===== config.mk =====
export PLATFORM = sky130hd
export DESIGN_NAME = mdu_issue
export DESIGN_NICKNAME = d
export VERILOG_FILES = /design/src/rtl/mdu_pkg.sv /design/src/rtl/mdu_special_case.sv /design/src/rtl/mdu_issue.sv
export SDC_FILE = /design/constraint.sdc
export NUM_CORES = 1
export LEC_CHECK = 0
export CORE_MARGIN = 5
export CORE_UTILIZATION = 36
export CTS_CLUSTER_SIZE = 10
export DETAILED_ROUTE_END_ITERATION = 7
export GPL_TIMING_DRIVEN = 0
export PLACE_DENSITY_LB_ADDON = 0.15
export REMOVE_ABC_BUFFERS = 1
export SYNTH_ARGS = -nofsm -noshare
export SYNTH_HDL_FRONTEND = slang
export SYNTH_SLANG_ARGS = --single-unit

===== constraint.sdc =====
create_clock -name clk -period 1.5 [get_ports clk]
set_input_delay 0.225 -clock clk [delete_from_list [all_inputs] [get_ports clk]]
set_output_delay 0.225 -clock clk [all_outputs]
set_load 0.03 [all_outputs]

===== src/rtl/mdu_pkg.sv =====
// Shared MDU issue definitions: M-extension op encodings, issue FSM states, latched request.
// No logic of its own; imported by mdu_issue and mdu_special_case.
package mdu_pkg;

  typedef enum logic [2:0] {
    OP_MUL    = 3'b000,
    OP_MULH   = 3'b001,
    OP_MULHSU = 3'b010,
    OP_MULHU  = 3'b011,
    OP_DIV    = 3'b100,
    OP_DIVU   = 3'b101,
    OP_REM    = 3'b110,
    OP_REMU   = 3'b111
  } mdu_op_e;

  typedef enum logic [2:0] {
    IDLE  = 3'd0,
    ISSUE = 3'd1,
    WAIT  = 3'd2,
    WB    = 3'd3,
    DRAIN = 3'd4
  } mdu_state_e;

  typedef struct packed {
    mdu_op_e     op;
    logic [31:0] x;
    logic [31:0] y;
    logic [4:0]  rd;
  } mdu_req_t;

  localparam logic [31:0] INT_MIN = 32'h8000_0000;
  localparam logic [31:0] ALL_ONES = 32'hFFFF_FFFF;

  // Division-class ops share the top encoding bit; remainder ops also set bit 1.
  function automatic logic is_div_class(mdu_op_e op);
    return op[2];
  endfunction

  function automatic logic is_rem(mdu_op_e op);
    return op[2] & op[1];
  endfunction

endpackage


===== src/rtl/mdu_special_case.sv =====
// Combinational detector for divide-by-zero and signed-overflow results; zero latency.
// No handshake: result is valid whenever inputs are, the issuer decides when to use it.
module mdu_special_case
  import mdu_pkg::*;
(
  input  logic [2:0]  funct3,
  input  logic [31:0] rs1,
  input  logic [31:0] rs2,
  output logic        hit,
  output logic [31:0] result
);

  mdu_op_e op;

  assign op = mdu_op_e'(funct3);

  always_comb begin
    hit    = 1'b0;
    result = '0;
    if (is_div_class(op)) begin
      if (rs2 == '0) begin
        hit    = 1'b1;
        result = is_rem(op) ? rs1 : ALL_ONES;
      end else if ((op == OP_DIV || op == OP_REM) && rs1 == INT_MIN && rs2 == ALL_ONES) begin
        hit    = 1'b1;
        result = is_rem(op) ? 32'h0 : INT_MIN;
      end
    end
  end

endmodule


===== src/rtl/mdu_issue.sv =====
// Issues one M-extension op to an iterative MDU and writes back its result; WB >= 3 cycles after accept.
// Holds the pipeline via stall while busy; flush squashes, timeout aborts. MDU_SPECIAL_CASE_EN adds 1-cycle special results.
module mdu_issue
  import mdu_pkg::*;
#(
  parameter int TIMEOUT_CYCLES = 255
) (
  input  logic        clk,
  input  logic        rst_n,
  input  logic        in_valid,
  input  logic        in_is_mdu,
  input  logic [2:0]  in_funct3,
  input  logic [31:0] in_rs1,
  input  logic [31:0] in_rs2,
  input  logic [4:0]  in_rd,
  input  logic        flush,
  output logic        mdu_start,
  output logic [2:0]  mdu_operation,
  output logic [31:0] mdu_x,
  output logic [31:0] mdu_y,
  input  logic        mdu_done,
  input  logic [31:0] mdu_result,
  output logic        stall,
  output logic        wb_valid,
  output logic [4:0]  wb_rd,
  output logic [31:0] wb_data,
  output logic        err_timeout
);

  localparam int CNT_W = (TIMEOUT_CYCLES < 256) ? 8 : $clog2(TIMEOUT_CYCLES + 1);
  localparam logic [CNT_W-1:0] CNT_LAST = CNT_W'(TIMEOUT_CYCLES - 1);

  mdu_state_e       state_q, state_d;
  mdu_req_t         req_q;
  logic [31:0]      wb_data_q, wb_data_d;
  logic [CNT_W-1:0] cnt_q;
  logic             err_q, err_d;
  logic             accept, load_req, cnt_clr, cnt_run, cnt_last;

  assign accept   = in_valid & in_is_mdu & ~flush;
  assign cnt_run  = (state_q == WAIT) || (state_q == DRAIN);
  assign cnt_last = (cnt_q == CNT_LAST);
  assign cnt_clr  = (state_d != state_q) && ((state_d == WAIT) || (state_d == DRAIN));

`ifdef MDU_SPECIAL_CASE_EN
  logic        sc_hit;
  logic [31:0] sc_result;

  mdu_special_case u_special_case (
    .funct3 (in_funct3),
    .rs1    (in_rs1),
    .rs2    (in_rs2),
    .hit    (sc_hit),
    .result (sc_result)
  );
`endif

  always_comb begin
    state_d   = state_q;
    wb_data_d = wb_data_q;
    load_req  = 1'b0;
    err_d     = 1'b0;
    stall     = 1'b0;
    mdu_start = 1'b0;
    unique case (state_q)
      IDLE: begin
        if (accept) begin
          stall    = 1'b1;
          load_req = 1'b1;
          state_d  = ISSUE;
`ifdef MDU_SPECIAL_CASE_EN
          if (sc_hit) begin
            state_d   = WB;
            wb_data_d = sc_result;
          end
`endif
        end
      end
      ISSUE: begin
        stall = 1'b1;
        if (flush) begin
          state_d = IDLE;
        end else begin
          mdu_start = 1'b1;
          state_d   = WAIT;
        end
      end
      WAIT: begin
        stall = 1'b1;
        // A done coinciding with flush has nothing left to drain, so drop it straight away.
        if (flush) begin
          state_d = mdu_done ? IDLE : DRAIN;
        end else if (mdu_done) begin
          wb_data_d = mdu_result;
          state_d   = WB;
        end else if (cnt_last) begin
          err_d   = 1'b1;
          state_d = IDLE;
        end
      end
      WB: begin
        state_d = IDLE;
      end
      DRAIN: begin
        if (mdu_done) begin
          state_d = IDLE;
        end else if (cnt_last) begin
          err_d   = 1'b1;
          state_d = IDLE;
        end
      end
      default: begin
        state_d = IDLE;
      end
    endcase
  end

  always_ff @(posedge clk) begin
    if (!rst_n) begin
      state_q   <= IDLE;
      req_q     <= '0;
      wb_data_q <= '0;
      cnt_q     <= '0;
      err_q     <= 1'b0;
    end else begin
      state_q   <= state_d;
      wb_data_q <= wb_data_d;
      err_q     <= err_d;
      if (load_req) begin
        req_q <= '{op: mdu_op_e'(in_funct3), x: in_rs1, y: in_rs2, rd: in_rd};
      end
      if (cnt_clr) begin
        cnt_q <= '0;
      end else if (cnt_run) begin
        cnt_q <= cnt_q + CNT_W'(1);
      end
    end
  end

  // Operands stay on the MDU bus until the next accept so the MDU can select by operation late.
  assign mdu_operation = req_q.op;
  assign mdu_x         = req_q.x;
  assign mdu_y         = req_q.y;
  assign wb_valid      = (state_q == WB) && (req_q.rd != 5'd0);
  assign wb_rd         = req_q.rd;
  assign wb_data       = wb_data_q;
  assign err_timeout   = err_q;

endmodule


==> results.cfg <==
[route]
post_drt_wl_per_cell_um = 18.3
first_pass_iters = 5
first_iter_violations = 290
via_count = 4761
ant_nets = 0
routed_via_density = 5.04
drcViolationCount = 0
wirelength_um = 17300

[sta]
max_slew_margin_pct = 57.9
drv_slew = 0
fin_crit_ps = 1910
period_share_pct = 127
fmaxAchievable_mhz = 523
rsz0062_at_grt = true
worst_pin_slew_ps = 631
finalWorstSetupSlack_ps = -411
hold_viol = 0
finClkSkew_ps = 7.28
setup_viol = 115

[power_and_ir_drop]
p_seq_share_pct = 41.8
p_leak_nw = 3.24
clkPwrFrac_pct = 44.9
p_comb_share_pct = 13.3
power_mw = 7.62
ir_worst_vdd_uv = 608
cellPowerDensity_nw_per_um2 = 977
p_sw_mw = 1.84
internal_power_mw = 5.78
power_switching_share_pct = 24.1

[critical_path]
worstReg2RegEnd = mdu_y[6]$_SDFFE_PN0P_
cp-end-kind = flop
required_ps = 1830
reg2regPathDepth = 10
critPathKind = reg -> reg
crit_top_cell = buf_6
cp_slowest_cell = or3_4
worstPathCellList = or3_4 > buf_6 > buf_6 > buf_6 > nor2_4 > buf_12 > buf_12 > clkbuf_16 > nand2_1 > a21oi_1
startpoint_type = flop
r2r_start = state_q[2]$_SDFF_PN0_
critical_path_peak_fanout = 7
cp.arrival_ps = 2240
cpPeakStageDelay_ps = 420
ff2ff_setup_slack_ps = -410

[clock_tree]
clk_latency_ps = 400
numCtsBuffers = 17
cts_max_path_buffers = 2
cts_tree = done
cts.sinks = 116
cts-root-buf = clkbuf_16
h-tree-depth = 4
clk_pin_slew_worst_paths_ps = 50

[floorplan]
die-area_sq_um = 14100
die_x_um = 119
rows = 39
num_io_pins = 218
initial_core_util_pct = 37.1
core_area_sq_um = 11500
die_h_um = 119

[run_status]
violations = negative setup slack
status = finished, violations left

[place]
gp_congestion = 0.840
port_buffers = 217
dp_hpwl_um = 9540
placed_cell_area_sq_um = 6510

[cells_and_area]
layout-drive-gt1-share_pct = 19.2
multi_input_area_sq_um = 2140
diodes = 0
seq_area_sq_um = 2340
areaGrowthSynthToFinish_pct = 82.6
design_area_sq_um = 7800
n_fill_cell = 968
nNetsFinal = 902

[min_path]
min-delay-start = in_rs2[11]
holdPathEnd = mdu_y[11]$_SDFFE_PN0P_
hp-class = in -> reg
hold_depth = 3

[yosys]
async_reset_ff_share_pct = 0
yosysMostFrequentCell = nand2_1
postSynthAreaPerCell_sq_um = 8.03
ys_top_cells_by_area = dfxtp_1 54%, nand2_1 19%, a21oi_1 13%
yosys.area.top_type = dfxtp_1
synth_area_sq_um = 4270
synth.distinct_cells = 32
synth_seq_cells = 116
synthDominantCellAreaShare_pct = 54.4
yosysWarnings = 0
syn_inst = 532
ys_dominant_reg_cell = dfxtp_1
synth_edf_count = 0
synth-seq-area-share_pct = 54.4
synth_common_cells = 213 x nand2_1, 116 x dfxtp_1, 114 x a21oi_1

[global_route]
grt_max_degree = 50
antenna_found_initial = 0
grt_pass1_wl_um = 25700
track_usage_pct = 23.4
grt_pass1_vias = 4637
overflow = 0

[flow_run]
cap_viol_max_count = 0
[worst max-delay path, delay by kind of cell (launching register included)]
family / cells / cell delay [ps]
buffers and inverters: 6 / 740
AO/OA/AOI/OAI: 1 / 120
AND/OR/NAND/NOR: 3 / 600
flip-flops: 1 / 370
[sequential cells by signal, indices dropped and copies added (netlist names)]
signal	cells
cnt_q	8
mdu_y	32
wb_data	32
mdu_x	32
err_timeout	1
state_q	3
wb_rd	5
mdu_operation	3
[cell type report]
cell class	count	share of cell area (%)
Sequential cell	116	30.0
Multi-Input combinational cell	389	27.4
Clock inverter	6	0.417
Timing Repair Buffer	263	33.8
Tap cell	143	2.29
Inverter	3	0.241
Clock buffer	24	5.92
[placed cells by master (no fill, tap or decap), types with 6 or more instances in the layout]
| cell | synthesis | routed |
|---|---|---|
| xnor2_1 | 9 | 8 |
| buf_4 | 0 | 25 |
| clkdlybuf4s50_1 | 0 | 108 |
| a21oi_1 | 114 | 78 |
| or2_4 | 0 | 13 |
| clkbuf_1 | 13 | 6 |
| nand2_2 | 0 | 7 |
| a21oi_2 | 0 | 36 |
| buf_6 | 2 | 10 |
| dlygate4sd2_1 | 0 | 106 |
| dfxtp_1 | 116 | 112 |
| clkbuf_16 | 0 | 18 |
| nand2_1 | 213 | 201 |
[metrics by stage]
stage | util, % | setup TNS, ps | setup slack [ps] | instances | hold slack [ps]
2_1_floorplan | - | -107750 | -1060 | 495 | 361
3_3_place_gp | 55.9 | -228800 | -2280 | 855 | 442
3_5_place_dp | 56.6 | -96340 | -1670 | 858 | 446
4_1_cts | 64.7 | -31150 | -360 | 929 | 355
5_1_grt | 67.7 | -40010 | -454 | 944 | 356
6_report | 67.7 | -32660 | -411 | 944 | 365
[power groups by stage]
stage	Clock (mW)	Combinational [mW]	Sequential, mW
floorplan	0	0.173	3.38
global placement	0	0.781	3.25
detailed placement	0	0.801	3.26
CTS	3.47	0.949	3.19
global route	3.65	1.06	3.19
finish	3.42	1.01	3.18
[worst max path at each step]
stage               depth (start not counted)                            end                  start
detailed placement                          5                          stall                  flush
floorplan                                   4  mdu_operation[0]$_SDFFE_PN0P_  state_q[0]$_SDFF_PN0_
finish                                     10          mdu_y[6]$_SDFFE_PN0P_  state_q[2]$_SDFF_PN0_
global placement                            5         mdu_y[26]$_SDFFE_PN0P_                  flush
CTS                                         4                          stall  state_q[0]$_SDFF_PN0_
global route                               10         mdu_x[16]$_SDFFE_PN0P_  state_q[2]$_SDFF_PN0_
[metal layers]
metal | global-route usage, % | wire length [um]
met5 | 0 | 0
met4 | 10.8 | 549
met1 | 26.4 | 6970
met3 | 6.54 | 950
met2 | 41.1 | 8850
[what timing repair did]
item,4_1_cts,5_1_grt
gates cloned,18,2
setup buffers,24,17
hold buffers,0,0
gates resized for setup,170,67
endpoints found under the setup margin,223,119
pin swaps,9,31
[cells by family after synthesis]
kind of cell / synth area share (%)
AOI/OAI and AO/OA: 14.9
xor gates and xnor gates: 1.85
adders and majority gates: 0.850
buffers and inverters: 4.51
DFF: 54.4
muxes: 0.234
and+or+nand+nor: 23.3
(Power assumes the default switching activity.)
